<file path="src/rtl/uart_rx_oversampler.sv">
// 8N1 UART receiver, 16x oversampled; byte lands in a valid/ready holding register ~9.5 bit times after the start edge.
// No stall path: an unconsumed byte is overwritten by the next good frame and UART_Overrun pulses.
module uart_rx_oversampler #(
  parameter int CLK_FREQ   = 50_000_000,
  parameter int BAUD_RATE  = 9600,
  parameter int OVERSAMPLE = 16
) (
  input  logic       clk,
  input  logic       rst,
  input  logic       RX,
  output logic [7:0] data_out,
  output logic       data_valid,
  input  logic       data_ready,
  output logic       rx_busy,
  output logic       UART_Error,
  output logic       UART_Overrun
);

  localparam int DIVISOR = CLK_FREQ / (BAUD_RATE * OVERSAMPLE);
  localparam int DW      = (DIVISOR > 1) ? $clog2(DIVISOR) : 1;

  if (DIVISOR < 1) begin : g_bad_divisor
    $error("uart_rx_oversampler: CLK_FREQ too low for BAUD_RATE*OVERSAMPLE");
  end
  if (OVERSAMPLE != 16) begin : g_bad_oversample
    $error("uart_rx_oversampler: OVERSAMPLE must be 16");
  end

  typedef enum logic [2:0] {IDLE, START, DATA, STOP, BREAK} state_t;

  logic [DW-1:0] div_cnt;
  logic          tick;
  logic          rx_meta;
  logic          rx_s;
  state_t        state;
  logic [3:0]    s_cnt;
  logic [2:0]    b_idx;
  logic [7:0]    shreg;

  assign tick = (div_cnt == DW'(DIVISOR - 1));

  always_ff @(posedge clk or negedge rst) begin
    if (!rst) begin
      div_cnt <= '0;
    end else if (tick) begin
      div_cnt <= '0;
    end else begin
      div_cnt <= div_cnt + 1'b1;
    end
  end

  // Idle-high reset value keeps a freshly released receiver from seeing a start bit.
  always_ff @(posedge clk or negedge rst) begin
    if (!rst) begin
      rx_meta <= 1'b1;
      rx_s    <= 1'b1;
    end else begin
      rx_meta <= RX;
      rx_s    <= rx_meta;
    end
  end

  always_ff @(posedge clk or negedge rst) begin
    if (!rst) begin
      state        <= IDLE;
      s_cnt        <= '0;
      b_idx        <= '0;
      shreg        <= '0;
      data_out     <= '0;
      data_valid   <= 1'b0;
      rx_busy      <= 1'b0;
      UART_Error   <= 1'b0;
      UART_Overrun <= 1'b0;
    end else begin
      UART_Error   <= 1'b0;
      UART_Overrun <= 1'b0;
      if (data_valid && data_ready) begin
        data_valid <= 1'b0;
      end

      case (state)
        IDLE: begin
          if (!rx_s) begin
            s_cnt   <= '0;
            state   <= START;
            rx_busy <= 1'b1;
          end
        end
        START: begin
          if (tick) begin
            if (s_cnt == 4'd7) begin
              if (!rx_s) begin
                s_cnt <= '0;
                b_idx <= '0;
                state <= DATA;
              end else begin
                state   <= IDLE;
                rx_busy <= 1'b0;
              end
            end else begin
              s_cnt <= s_cnt + 4'd1;
            end
          end
        end
        DATA: begin
          if (tick) begin
            if (s_cnt == 4'd15) begin
              shreg <= {rx_s, shreg[7:1]};
              s_cnt <= '0;
              b_idx <= b_idx + 3'd1;
              if (b_idx == 3'd7) begin
                state <= STOP;
              end
            end else begin
              s_cnt <= s_cnt + 4'd1;
            end
          end
        end
        STOP: begin
          if (tick) begin
            if (s_cnt == 4'd15) begin
              if (rx_s) begin
                // A same-cycle consume frees the register, so that load is not an overrun.
                data_out     <= shreg;
                data_valid   <= 1'b1;
                UART_Overrun <= data_valid && !data_ready;
                state        <= IDLE;
                rx_busy      <= 1'b0;
              end else begin
                UART_Error <= 1'b1;
                state      <= BREAK;
              end
            end else begin
              s_cnt <= s_cnt + 4'd1;
            end
          end
        end
        BREAK: begin
          if (rx_s) begin
            state   <= IDLE;
            rx_busy <= 1'b0;
          end
        end
        default: begin
          state   <= IDLE;
          rx_busy <= 1'b0;
        end
      endcase
    end
  end

endmodule

</file>
<file path="config.mk">
export PLATFORM = sky130hd
export DESIGN_NAME = uart_rx_oversampler
export DESIGN_NICKNAME = d
export VERILOG_FILES = /design/src/rtl/uart_rx_oversampler.sv
export SDC_FILE = /design/constraint.sdc
export NUM_CORES = 1
export LEC_CHECK = 0
export BUFFER_PORTS_ARGS = -buffer_cell sky130_fd_sc_hd__buf_2
export CAP_MARGIN = 10
export CELL_PAD_IN_SITES_DETAIL_PLACEMENT = 0
export CELL_PAD_IN_SITES_GLOBAL_PLACEMENT = 2
export CORE_AREA = 2 2 73 75
export DETAILED_ROUTE_END_ITERATION = 8
export DIE_AREA = 0 0 75 77
export PLACE_DENSITY_LB_ADDON = 0.1
export SKIP_LAST_GASP = 1
export SLEW_MARGIN = 5
export SYNTH_ARGS = -nofsm -noshare
export SYNTH_HDL_FRONTEND = slang
export SYNTH_SLANG_ARGS = --single-unit
</file>
<file path="constraint.sdc">
create_clock -name clk -period 6.65 [get_ports clk]
set_clock_uncertainty 0.2 [all_clocks]
set_input_delay 0.9975 -clock clk [delete_from_list [all_inputs] [get_ports clk]]
set_output_delay 0.9975 -clock clk [all_outputs]
set_load 0.03 [all_outputs]
</file>
-- After elaboration in Yosys (flattened, before gate mapping)
Cells that the tools add are included.
- bits in registers: 41
- input port bits: 4
- logic and storage cells: 94
- add/sub/neg operators: 3
- mux-type cells: 47
- reductions and logical operators: 12
- bitwise logic cells: 1
- equal/unequal tests: 19
- operators by type and width (operator ; number):
    2-to-1 mux 3 bit ; 15
    2-to-1 mux 4 bit ; 7
    != test 2 bit, second input constant ; 11
    2-to-1 mux 1 bit ; 19
    one-hot mux 4 bit (4 select lines) ; 1
    one-hot mux 3 bit (5 select lines) ; 1
    AND reduction 6 bit ; 2
    adder 9 x 1 -> 9 bit, second input constant ; 1
    equality test 9 bit, second input constant ; 1
    2-to-1 mux 9 bit ; 1
    AND reduction 9 bit ; 1
    equality test 3 x 2 -> 1 bit, second input constant ; 2
    equality test 3 bit, second input constant ; 2
    one-hot mux 3 bit (2 select lines) ; 1
    one-hot mux 1 bit (5 select lines) ; 1
    AND reduction 5 bit ; 1
    adder 4 x 1 -> 4 bit, second input constant ; 1
    equality test 4 x 3 -> 1 bit, second input constant ; 1
    equality test 4 bit, second input constant ; 1
    AND reduction 4 bit ; 1
    nonzero test 4 bit ; 1
    adder 3 x 1 -> 3 bit, second input constant ; 1
    equality test 3 x 1 -> 1 bit, second input constant ; 1
    logical NOT 3 bit ; 1
    6 further kinds ; 7

-- Depth between registers and ports, before layout
Gate-level depths: netlist of the first run.
- depth after elaboration: 6
- mapped depth: 7
- depth with buffers taken out: 6

-- Worst setup path after synthesis of the first run
Ideal clock, no wire load.
- kind: flip-flop to flip-flop
- from: reg div_cnt[4]
- to: reg b_idx[0]
- period minus slack after synthesis: 2.553 ns
- setup slack: 4.097 ns
- cell stages (with the launch flop): 6
- path buffers: 1
- data arrival time: 2.228 ns
- path through: dfrtp_1 -> or4b_1 -> buf_2 -> or3_4 -> or4_4 -> mux2_4
- longest elaborated chain between the ends: 3
- elaborated cells between the ends (all ways): 4
- RTL lines (element ; line ; RTL):
    from (decl) ; 31 ; logic [DW-1:0] div_cnt;
    from (signal assigned) ; 48 ; div_cnt <= div_cnt + 1'b1;
    equality test 9 bit * ; 40 ; assign tick = (div_cnt == DW'(DIVISOR - 1));
    != test 2 bit (no line) ; n/a ;
    AND reduction 6 bit (no line) * ; n/a ;
    to (signal assigned) ; 110 ; b_idx <= b_idx + 3'd1;
    to (decl) ; 37 ; logic [2:0] b_idx;
Every way passes the cells marked *; elsewhere a longest branch is shown, timed or not.
A chain may end at the register's enable or synchronous reset.

-- Worst setup path after layout of the first run
- from: reg div_cnt[4]
- to: reg data_out[6]
- longest elaborated chain between the ends: 2
- RTL lines (element ; line ; RTL):
    equality test 9 bit ; 40 ;
    AND reduction 4 bit (no line) ; n/a ;
    to (signal assigned) ; 124 ; data_out <= shreg;
    to (decl) ; 11 ; output logic [7:0] data_out,
Every way passes these cells.

==> metrics.csv, run 1 <==
metric;value;unit
clockBufferDepth;2;
syn_to_final_growth;13.0;%
ioPinCount;16;
io_buffers;15;
min_period_over_period;46.0;%
cts_resized;0;
synth_most_common_cell;dfrtp_1;
num_rows;26;
core;4980;sq um
dr.pass1.iters;4;
cts_buffers;5;
vias_per_cell;5.25;
ys.flop_type;dfrtp_1;
fin_setup_tns;0;ns
final_hold_viol_count;0;
power.density;209;nW/um^2
die_h;77;microns
synthTopCellsByCount;dfrtp_1, mux2_2, inv_1, nor2_1, nand3_1;
clock_sinks;41;
synth_compound_area_share;8.17;%
clkTransAtPathRegs;0.08;ns
rsz0062_at_grt;no;
r2r_end;data_out[6];
cts_hold_buf;0;
ff2ff_path_depth;4;
outcome;complete, no violations;
avgSynthCellArea;11.4;sq um
highest_layer;met4;
fmaxAchievable;327;MHz
muxShareOfSynthArea;11.6;%
syn-instance-count;170;
synth_xor_area_share;3.15;%
antenna_found_initial;0;
syn_nets;179;
grt_first_pass_wirelength;6460;microns
htreeDepth;2;
die-area;5780;sq um
initial_core_util;39.1;%
grt_max_degree;42;
slew_headroom;41.0;%
critPathCapture;data_out[6];
drtIter0Drc;77;
wl_met1;1820;microns
critPathKind;reg -> reg;
setup_viol;0;
dr_wl_met3;123;microns
cp-start-kind;flop;
cts_tree;done;
final.fill_count;475;
dp_hpwl;2630;microns
synth_top_area_share;50.2;%
p_total;0.000459;W
p_leak;1.01;nW
cap_violations;0;
drt_wl_total;3730;microns
arrival;3.04;ns
drive_gt1_share;24.1;%
grt.total_usage;14.6;%
dr_total_vias;1349;
ir_drop;0.140;mV
wl_per_cell;14.5;microns
final_max_slew_viol_count;0;
grt_remaining_overflow;0;
synth_edf_count;0;
startpoint;div_cnt[4];
drc;0;
synth_fa_ha_area_share;3.73;%
synth_top_family_by_area;simple AND/OR/NAND/NOR gates;
place.gp.congestion;0.777;
final_nets;195;
cts_root_buffer;clkbuf_8;
worst_pin_slew;0.885;ns
synth_area_leaders;dfrtp_1, mux2_2, ha_1, dfstp_2, xnor2_1;
yosys.area.top_type;dfrtp_1;
ant_nets;0;
cp_max_fo;11;
async_flop_share;100;%
synth_cell_types;45;
antennaDiodeCount;0;
ys_seq_area_share;52.9;%
synth.yosys.warnings;0;
holdCritPathClass;reg -> reg;
reg2reg_setup_slack;3.59;ns
first_global_vias;1311;
worst_setup_path_end_kind;flop;
synthesis.area;1940;sq um
cp.required;6.63;ns
die_w;75;microns
clk_latency;0.29;ns
ys_ff_latch;41;
yosys.area_share.simple;17.1;%
r2r_start;div_cnt[4];
cts_setup_buffers;0;
fin_crit;3.06;ns
wl_met2;1740;microns
## cell usage in the layout (no fill, tap or decap), types with 2 or more instances in the layout
cell and count:
dfrtp_1 39, mux2_2 16, buf_2 15, inv_1 11, nor2_1 11, nand3_1 10
nand2_1 9, xnor2_1 6, ha_1 5, clkbuf_8 5, nor3b_1 4, nand4_1 3
nand3b_1 3, o221ai_1 3, a21oi_1 3, and3_1 3, mux2i_1 3, nor3_1 2
o31ai_1 2, nor4_1 2, nand2b_1 2, or3_1 2, o2111ai_1 2, dfstp_2 2
## area by class of cell
| type | count | area (sq um) | share of cell area [%] |
|---|---|---|---|
| clock buffers | 5 | 68.8 | 3.13 |
| clock inverters | 3 | 46.3 | 2.11 |
| inverters | 11 | 41.3 | 1.88 |
| multi-input cells | 112 | 850 | 38.7 |
| flip-flops and latches | 41 | 1030 | 46.8 |
| well taps | 70 | 87.6 | 3.99 |
| repair buffers | 15 | 75.1 | 3.42 |
## power breakdown
group	internal, W	switching [W]	leakage (nW)
Sequential	0.000250	0.00000120	0.541
Clock	0.000112	0.0000894	0.0543
Combinational	0.00000102	0.00000497	0.417
Total	0.000364	0.0000956	1.01
## registers in the layout, indices dropped and copies added (netlist names)
| name | count |
|---|---|
| shreg | 8 |
| s_cnt | 4 |
| UART_Error | 1 |
| b_idx | 3 |
| data_out | 8 |
| data_valid | 1 |
| rx_busy | 1 |
| UART_Overrun | 1 |
| rx_meta | 1 |
| rx_s | 1 |
| div_cnt | 9 |
| state | 3 |
## metal layers
layer  vias to the layer above  global-route usage [%]
li1                        651                       -
met1                       671                    21.0
met2                        20                    21.0
met3                         7                    4.34
met4                         0                    4.29
met5                         -                       0
## metrics by stage
step	util, %	worst slack (ns)	instance area, sq um	hold slack [ns]	cells
6_report	44.1	3.59	2200	0.158	257
3_5_place_dp	41.8	3.60	2080	0.147	249
4_1_cts	44.1	3.58	2200	0.159	257
3_3_place_gp	41.8	3.71	2080	0.149	249
2_1_floorplan	-	4.10	1940	0.145	170
5_1_grt	44.1	3.41	2200	0.163	257
## worst min path at each step
stage	startpoint	to	slack (ns)	cells after the start
after floorplan	rx_meta	rx_s	0.15	0
after global placement	rx_meta	rx_s	0.15	0
after detailed placement	rx_meta	rx_s	0.15	0
after CTS	rx_meta	rx_s	0.16	0
after global routing	rx_meta	rx_s	0.16	0
final	rx_meta	rx_s	0.16	0
## worst max-delay path, cell delays in order (launching register included)
cell     delay, ns
dfrtp_1       0.43
or4b_1        0.68
nor2_1        0.62
nand4_1       0.57
mux2_2        0.44
## cell families (layout without fill, tap and decap cells)
family                     count (synthesis)  count (layout)
muxes                                     20              20
buffers and inverters                     17              34
adders and majority gates                  6               6
and+or+nand+nor                           59              59
DFF                                       41              41
AOI/OAI and AO/OA                         20              20
xor gates and xnor gates                   7               7
Power figures use the tool's default switching activity.
==> run 2: changes to the inputs <==
CORE_AREA = 2 2 74 76   (was 2 2 73 75)
DIE_AREA = 0 0 76 78   (was 0 0 75 77)
clock period = 3 ns   (was 6.65 ns; I/O delays follow)
==> run 2 against run 1 <==
Effect of this change: core utilization down 0.12 points; flip-flop and latch count unchanged; critical endpoint is now b_idx[0]; via count down 1.1%; critical path depth unchanged.
==> metrics.csv, run 2 (synthesis gave the netlist of run 1 again) <==
metric;value;unit;change
min_period_over_period;89.0;%;+43 points
vias_per_cell;5.11;;-2.6%
cp-start-kind;flop;;
drt_wl_total;3840;microns;+3.0%
die-area;5930;sq um;+2.6%
ff2ff_path_depth;4;;unchanged
grt_max_degree;42;;unchanged
place.gp.congestion;0.766;;-1.5%
final.setup.worst_slack;0.329;ns;-3.26 ns
fin_setup_tns;0;ns;unchanged
drc;0;;unchanged
top_regs;div_cnt (9), data_out (8), shreg (8);;
wl_per_cell;14.7;microns;+1.4%
power.density;451;nW/um^2;+120%
clkTransAtPathRegs;0.08;ns;about the same
pre_cts_slack;0.331;ns;-3.27 ns
cts_root_buffer;clkbuf_8;;
p_leak;1.03;nW;+2.1%
fin_crit;2.67;ns;-0.391 ns
largest_reg_flops;9;;unchanged
regMostFlops;div_cnt;;
r2r_end;b_idx[0];;
cts_tree;done;;
antennaDiodeCount;0;;unchanged
final_nets;199;;+2.1%
cts_hold_buf;0;;unchanged
outcome;complete, no violations;;
worst_pin_slew;0.911;ns;+0.0260 ns
core;5040;sq um;+1.3%
slew_headroom;39.3;%;-1.7 points
num_rows;26;;unchanged
final_hold_viol_count;0;;unchanged
min_to;rx_meta;;
die_h;78;microns;+1.3%
ioPinCount;16;;unchanged
dr_total_vias;1334;;-1.1%
cp_max_fo;7;;-4
ant_nets;0;;unchanged
initial_core_util;38.6;%;-0.50 points
reg2reg_setup_slack;0.33;ns;-3.26 ns
clockBufferDepth;2;;unchanged
first_global_vias;1372;;+4.7%
r2r_start;div_cnt[4];;
setup_viol;0;;unchanged
ir_drop;0.258;mV;+85%
mostFrequentLayoutCell;dfrtp_1;;
drtIter0Drc;84;;+9.1%
cts_setup_buffers;0;;unchanged
grt_remaining_overflow;0;;unchanged
place_area;2110;sq um;+1.4%
rsz0062_at_grt;no;;
cts_buffers;5;;unchanged
dr.pass1.iters;4;;unchanged
whs;0.0583;ns;-0.100 ns
io_buffers;15;;unchanged
clock_sinks;41;;unchanged
finalInstanceArea;2220;sq um;+1.0%
antenna_found_initial;0;;unchanged
worst_setup_path_end_kind;flop;;
final_max_slew_viol_count;0;;unchanged
drive_gt1_share;25.1;%;+1.1 points
holdCritPathClass;in -> reg;;
cts_resized;0;;unchanged
holdPathStages;1;;+1
grt.total_usage;14.2;%;-0.37 points
grt_first_pass_wirelength;6500;microns;+0.63%
clk_latency;0.29;ns;about the same
syn_to_final_growth;14.2;%;
cp.required;2.98;ns;-3.65 ns
htreeDepth;2;;unchanged
arrival;2.65;ns;-0.39 ns
mostFrequentLayoutCells;dfrtp_1, mux2_2, buf_2;;
die_w;76;microns;+1.3%
hold_start;RX;;
cap_violations;0;;unchanged
critPathKind;reg -> reg;;
dp_hpwl;2800;microns;+6.3%
fmaxAchievable;374;MHz;+15%
-- run 2: cell count changes in the layout (fill, tap and decap cells not counted) --
cell / delta
clkbuf_1: +1
clkinvlp_4: -1
clkinv_4: -1
clkinv_2: +1
buf_4: +4
-- run 2: critical path: stages (launching register included) --
cell and delay, ns:
dfrtp_1 0.43, or4b_1 0.66, or3_4 0.43, or4_4 0.56, mux2_4 0.28
-- run 2: worst max-delay path by stage --
stage          startpoint        to  slack, ns  cells after the start
5_1_grt        div_cnt[4]  b_idx[0]       0.28                      4
2_1_floorplan  div_cnt[4]  b_idx[0]       0.45                      5
3_3_place_gp   div_cnt[4]  b_idx[0]       0.36                      4
4_1_cts        div_cnt[4]  b_idx[0]       0.32                      4
3_5_place_dp   div_cnt[4]  b_idx[0]       0.33                      4
6_report       div_cnt[4]  b_idx[0]       0.33                      4
-- run 2: metal layers --
metal / vias up / routed length, microns / track usage (%)
met5: - / 0 / 0
met4: 0 / 52 / 6.00
met3: 5 / 176 / 4.19
met2: 27 / 1880 / 24.4
met1: 653 / 1730 / 16.6
li1: 649 / - / -
-- run 2: cell type report --
type / instances / area, sq um
clock inverter: 2 / 35.0
sequential: 41 / 1030
timing repair buffer: 19 / 105
fill: 499 / 2820
tap: 70 / 87.6
clock buffer: 6 / 72.6
multi-input combinational: 112 / 850
inverter: 11 / 41.3
-- run 2: per-stage QoR --
step,cells,util (%),power [W]
after floorplan,170,-,0.000569
after global placement,253,41.9,0.000583
after detailed placement,253,41.9,0.000583
after CTS,261,44.0,0.00102
after global routing,261,44.0,0.00105
final,261,44.0,0.00100
-- run 2: where the power goes --
part / total, W / internal [W] / leakage, nW / switching, W
Combinational: 0.0000137 / 0.00000226 / 0.438 / 0.0000114
Sequential: 0.000558 / 0.000555 / 0.541 / 0.00000276
Clock: 0.000430 / 0.000247 / 0.0552 / 0.000183
Total: 0.00100 / 0.000804 / 1.03 / 0.000197
==> run 3: changes to the inputs <==
--- a/config.mk
+++ b/config.mk
@@ -8,11 +8,10 @@
 export BUFFER_PORTS_ARGS = -buffer_cell sky130_fd_sc_hd__buf_2
 export CAP_MARGIN = 10
-export CELL_PAD_IN_SITES_DETAIL_PLACEMENT = 0
-export CELL_PAD_IN_SITES_GLOBAL_PLACEMENT = 2
-export CORE_AREA = 2 2 74 76
+export CELL_PAD_IN_SITES_DETAIL_PLACEMENT = 1
+export CELL_PAD_IN_SITES_GLOBAL_PLACEMENT = 1
+export CORE_AREA = 2 2 73 75
 export DETAILED_ROUTE_END_ITERATION = 8
-export DIE_AREA = 0 0 76 78
+export DIE_AREA = 0 0 75 77
 export PLACE_DENSITY_LB_ADDON = 0.1
-export SKIP_LAST_GASP = 1
 export SLEW_MARGIN = 5
 export SYNTH_ARGS = -nofsm -noshare
==> constraint.sdc (replaced) <==
create_clock -name clk -period 3 [get_ports clk]
set_clock_uncertainty 0.2 [all_clocks]
set_input_delay 0.75 -clock clk [delete_from_list [all_inputs] [get_ports clk]]
set_output_delay 0.75 -clock clk [all_outputs]
set_load 0.03 [all_outputs]
==> run 3 against run 2 <==
Effect of this change: sequential power about the same; combinational power barely moved; global-route usage increased by 2.9 points; sequential share of layout area rose by 0.32 points.
==> metrics.csv, run 3 (synthesis gave the netlist of run 1 again) <==
metric;value;unit;change
crit_slowest_cell;or4b_1;;
grt_remaining_overflow;0;;unchanged
final_max_slew_viol_count;0;;unchanged
clk_latency;0.29;ns;about the same
die_w;75;microns;-1.3%
p_sw;0.000207;W;+5.2%
path_delay_family;compound AO/OA/AOI/OAI gates;;
vias_per_cell;5.31;;+3.8%
dp_cells;251;;-0.79%
grt_first_pass_wirelength;7480;microns;+15%
dr_total_vias;1374;;+3.0%
p_leak;1.02;nW;-0.93%
fin_crit;2.68;ns;+0.0111 ns
fin_util;44.3;%;+0.27 points
num_rows;26;;unchanged
min_period_over_period;89.4;%;+0.37 points
path_cells;or4b_1, o31a_1, a2111oi_1, o221ai_1;;
die_h;77;microns;-1.3%
drtIter0Drc;85;;+1.2%
ioPinCount;16;;unchanged
wl_per_cell;16.5;microns;+12%
first_global_vias;1537;;+12%
final_hold_viol_count;0;;unchanged
cts_setup_buffers;0;;unchanged
cap_violations;0;;unchanged
worst_setup_path_end_kind;flop;;
dp_hpwl;3090;microns;+10%
hold_start;rx_meta;;
setup_viol;0;;unchanged
core;4980;sq um;-1.3%
cp.required;2.94;ns;-0.04 ns
drive_gt1_share;24.3;%;-0.79 points
worst_pin_slew;0.910;ns;-0.00149 ns
holdCritPathClass;reg -> reg;;
final.fill_count;554;;+11%
cp_max_fo;7;;unchanged
power.density;459;nW/um^2;+1.7%
cts_tree;done;;
slew_headroom;39.4;%;+0.099 points
r2r_end;s_cnt[2];;
grt.total_usage;17.1;%;+2.9 points
final_nets;197;;-1.0%
cp-start-kind;flop;;
p_int;0.000804;W;about the same
reg2reg_setup_slack;0.32;ns;about the same
drt_wl_total;4270;microns;+11%
rsz0062_at_grt;no;;
largest_reg_flops;9;;unchanged
antennaDiodeCount;0;;unchanged
htreeDepth;2;;unchanged
clock_sinks;41;;unchanged
die-area;5780;sq um;-2.6%
grt_max_degree;42;;unchanged
syn_to_final_growth;13.4;%;
swShare;20.5;%;+0.81 points
clockPowerShare;43.5;%;+0.6 points
ant_nets;0;;unchanged
clkTransAtPathRegs;0.08;ns;about the same
io_buffers;15;;unchanged
cts_resized;0;;unchanged
dr.pass1.iters;4;;unchanged
min_to;rx_s;;
slowest_delay;0.67;ns;about the same
arrival;2.62;ns;-0.03 ns
initial_core_util;39.1;%;+0.50 points
ir_drop;0.252;mV;-2.6%
fin_setup_tns;0;ns;unchanged
outcome;complete, no violations;;
mostFrequentLayoutCell;dfrtp_1;;
place.gp.congestion;0.846;;+10%
fin_cells;259;;-0.77%
antenna_found_initial;0;;unchanged
drc;0;;unchanged
path_buf_inv;0;;unchanged
pwr-share-comb;1.3;%;about the same
clockBufferDepth;2;;unchanged
holdPathStages;0;;-1
top_regs;div_cnt (9), data_out (8), shreg (8);;
seq_power_share;55.1;%;-0.6 points
cts_buffers;5;;unchanged
cts_hold_buf;0;;unchanged
mostFrequentLayoutCells;dfrtp_1, mux2_2, buf_2;;
cts_root_buffer;clkbuf_8;;
critPathKind;reg -> reg;;
fmaxAchievable;373;MHz;-0.41%
r2r_start;div_cnt[4];;
regMostFlops;div_cnt;;
ff2ff_path_depth;4;;unchanged
run 3: area by class of cell:
type	instances	area, sq um	share of cell area [%]
clock buffer	6	72.6	3.29
clock inverter	2	35.0	1.59
inverter	11	41.3	1.87
multi-input combinational	112	850	38.5
sequential	41	1030	46.7
tap	70	87.6	3.97
timing repair buffer	17	90.1	4.09
run 3: how the worst max path moves through the flow:
stage	endpoint	cells past startpoint	start	slack (ns)
floorplan	b_idx[0]	5	div_cnt[4]	0.45
global placement	s_cnt[2]	4	div_cnt[4]	0.36
detailed placement	s_cnt[2]	4	div_cnt[4]	0.29
CTS	s_cnt[2]	4	div_cnt[4]	0.29
global route	data_out[7]	4	div_cnt[4]	0.17
finish	s_cnt[2]	4	div_cnt[4]	0.32
run 3: per-stage QoR:
| stage | setup slack [ns] | hold WS [ns] | total power [W] | area [sq um] |
|---|---|---|---|---|
| finish | 0.318 | 0.162 | 0.00101 | 2200 |
| global route | 0.170 | 0.167 | 0.00106 | 2200 |
| CTS | 0.286 | 0.165 | 0.00103 | 2200 |
| detailed placement | 0.289 | 0.151 | 0.000583 | 2100 |
| global placement | 0.365 | 0.148 | 0.000583 | 2100 |
| floorplan | 0.447 | 0.145 | 0.000569 | 1940 |
run 3: power by group through the flow:
stage	Sequential, W	Combinational [W]	Clock, W
2_1_floorplan	0.000566	0.00000295	0
3_3_place_gp	0.000568	0.0000141	0
3_5_place_dp	0.000569	0.0000145	0
4_1_cts	0.000558	0.0000145	0.000457
5_1_grt	0.000558	0.0000160	0.000482
6_report	0.000558	0.0000136	0.000440
run 3: routing by layer:
layer	track usage, %	part of all wire (%)	vias to the layer above
met2	27.6	52	19
li1	-	-	655
met4	5.71	1.3	0
met5	0	0	-
met3	5.12	3.1	9
met1	21.4	43	691
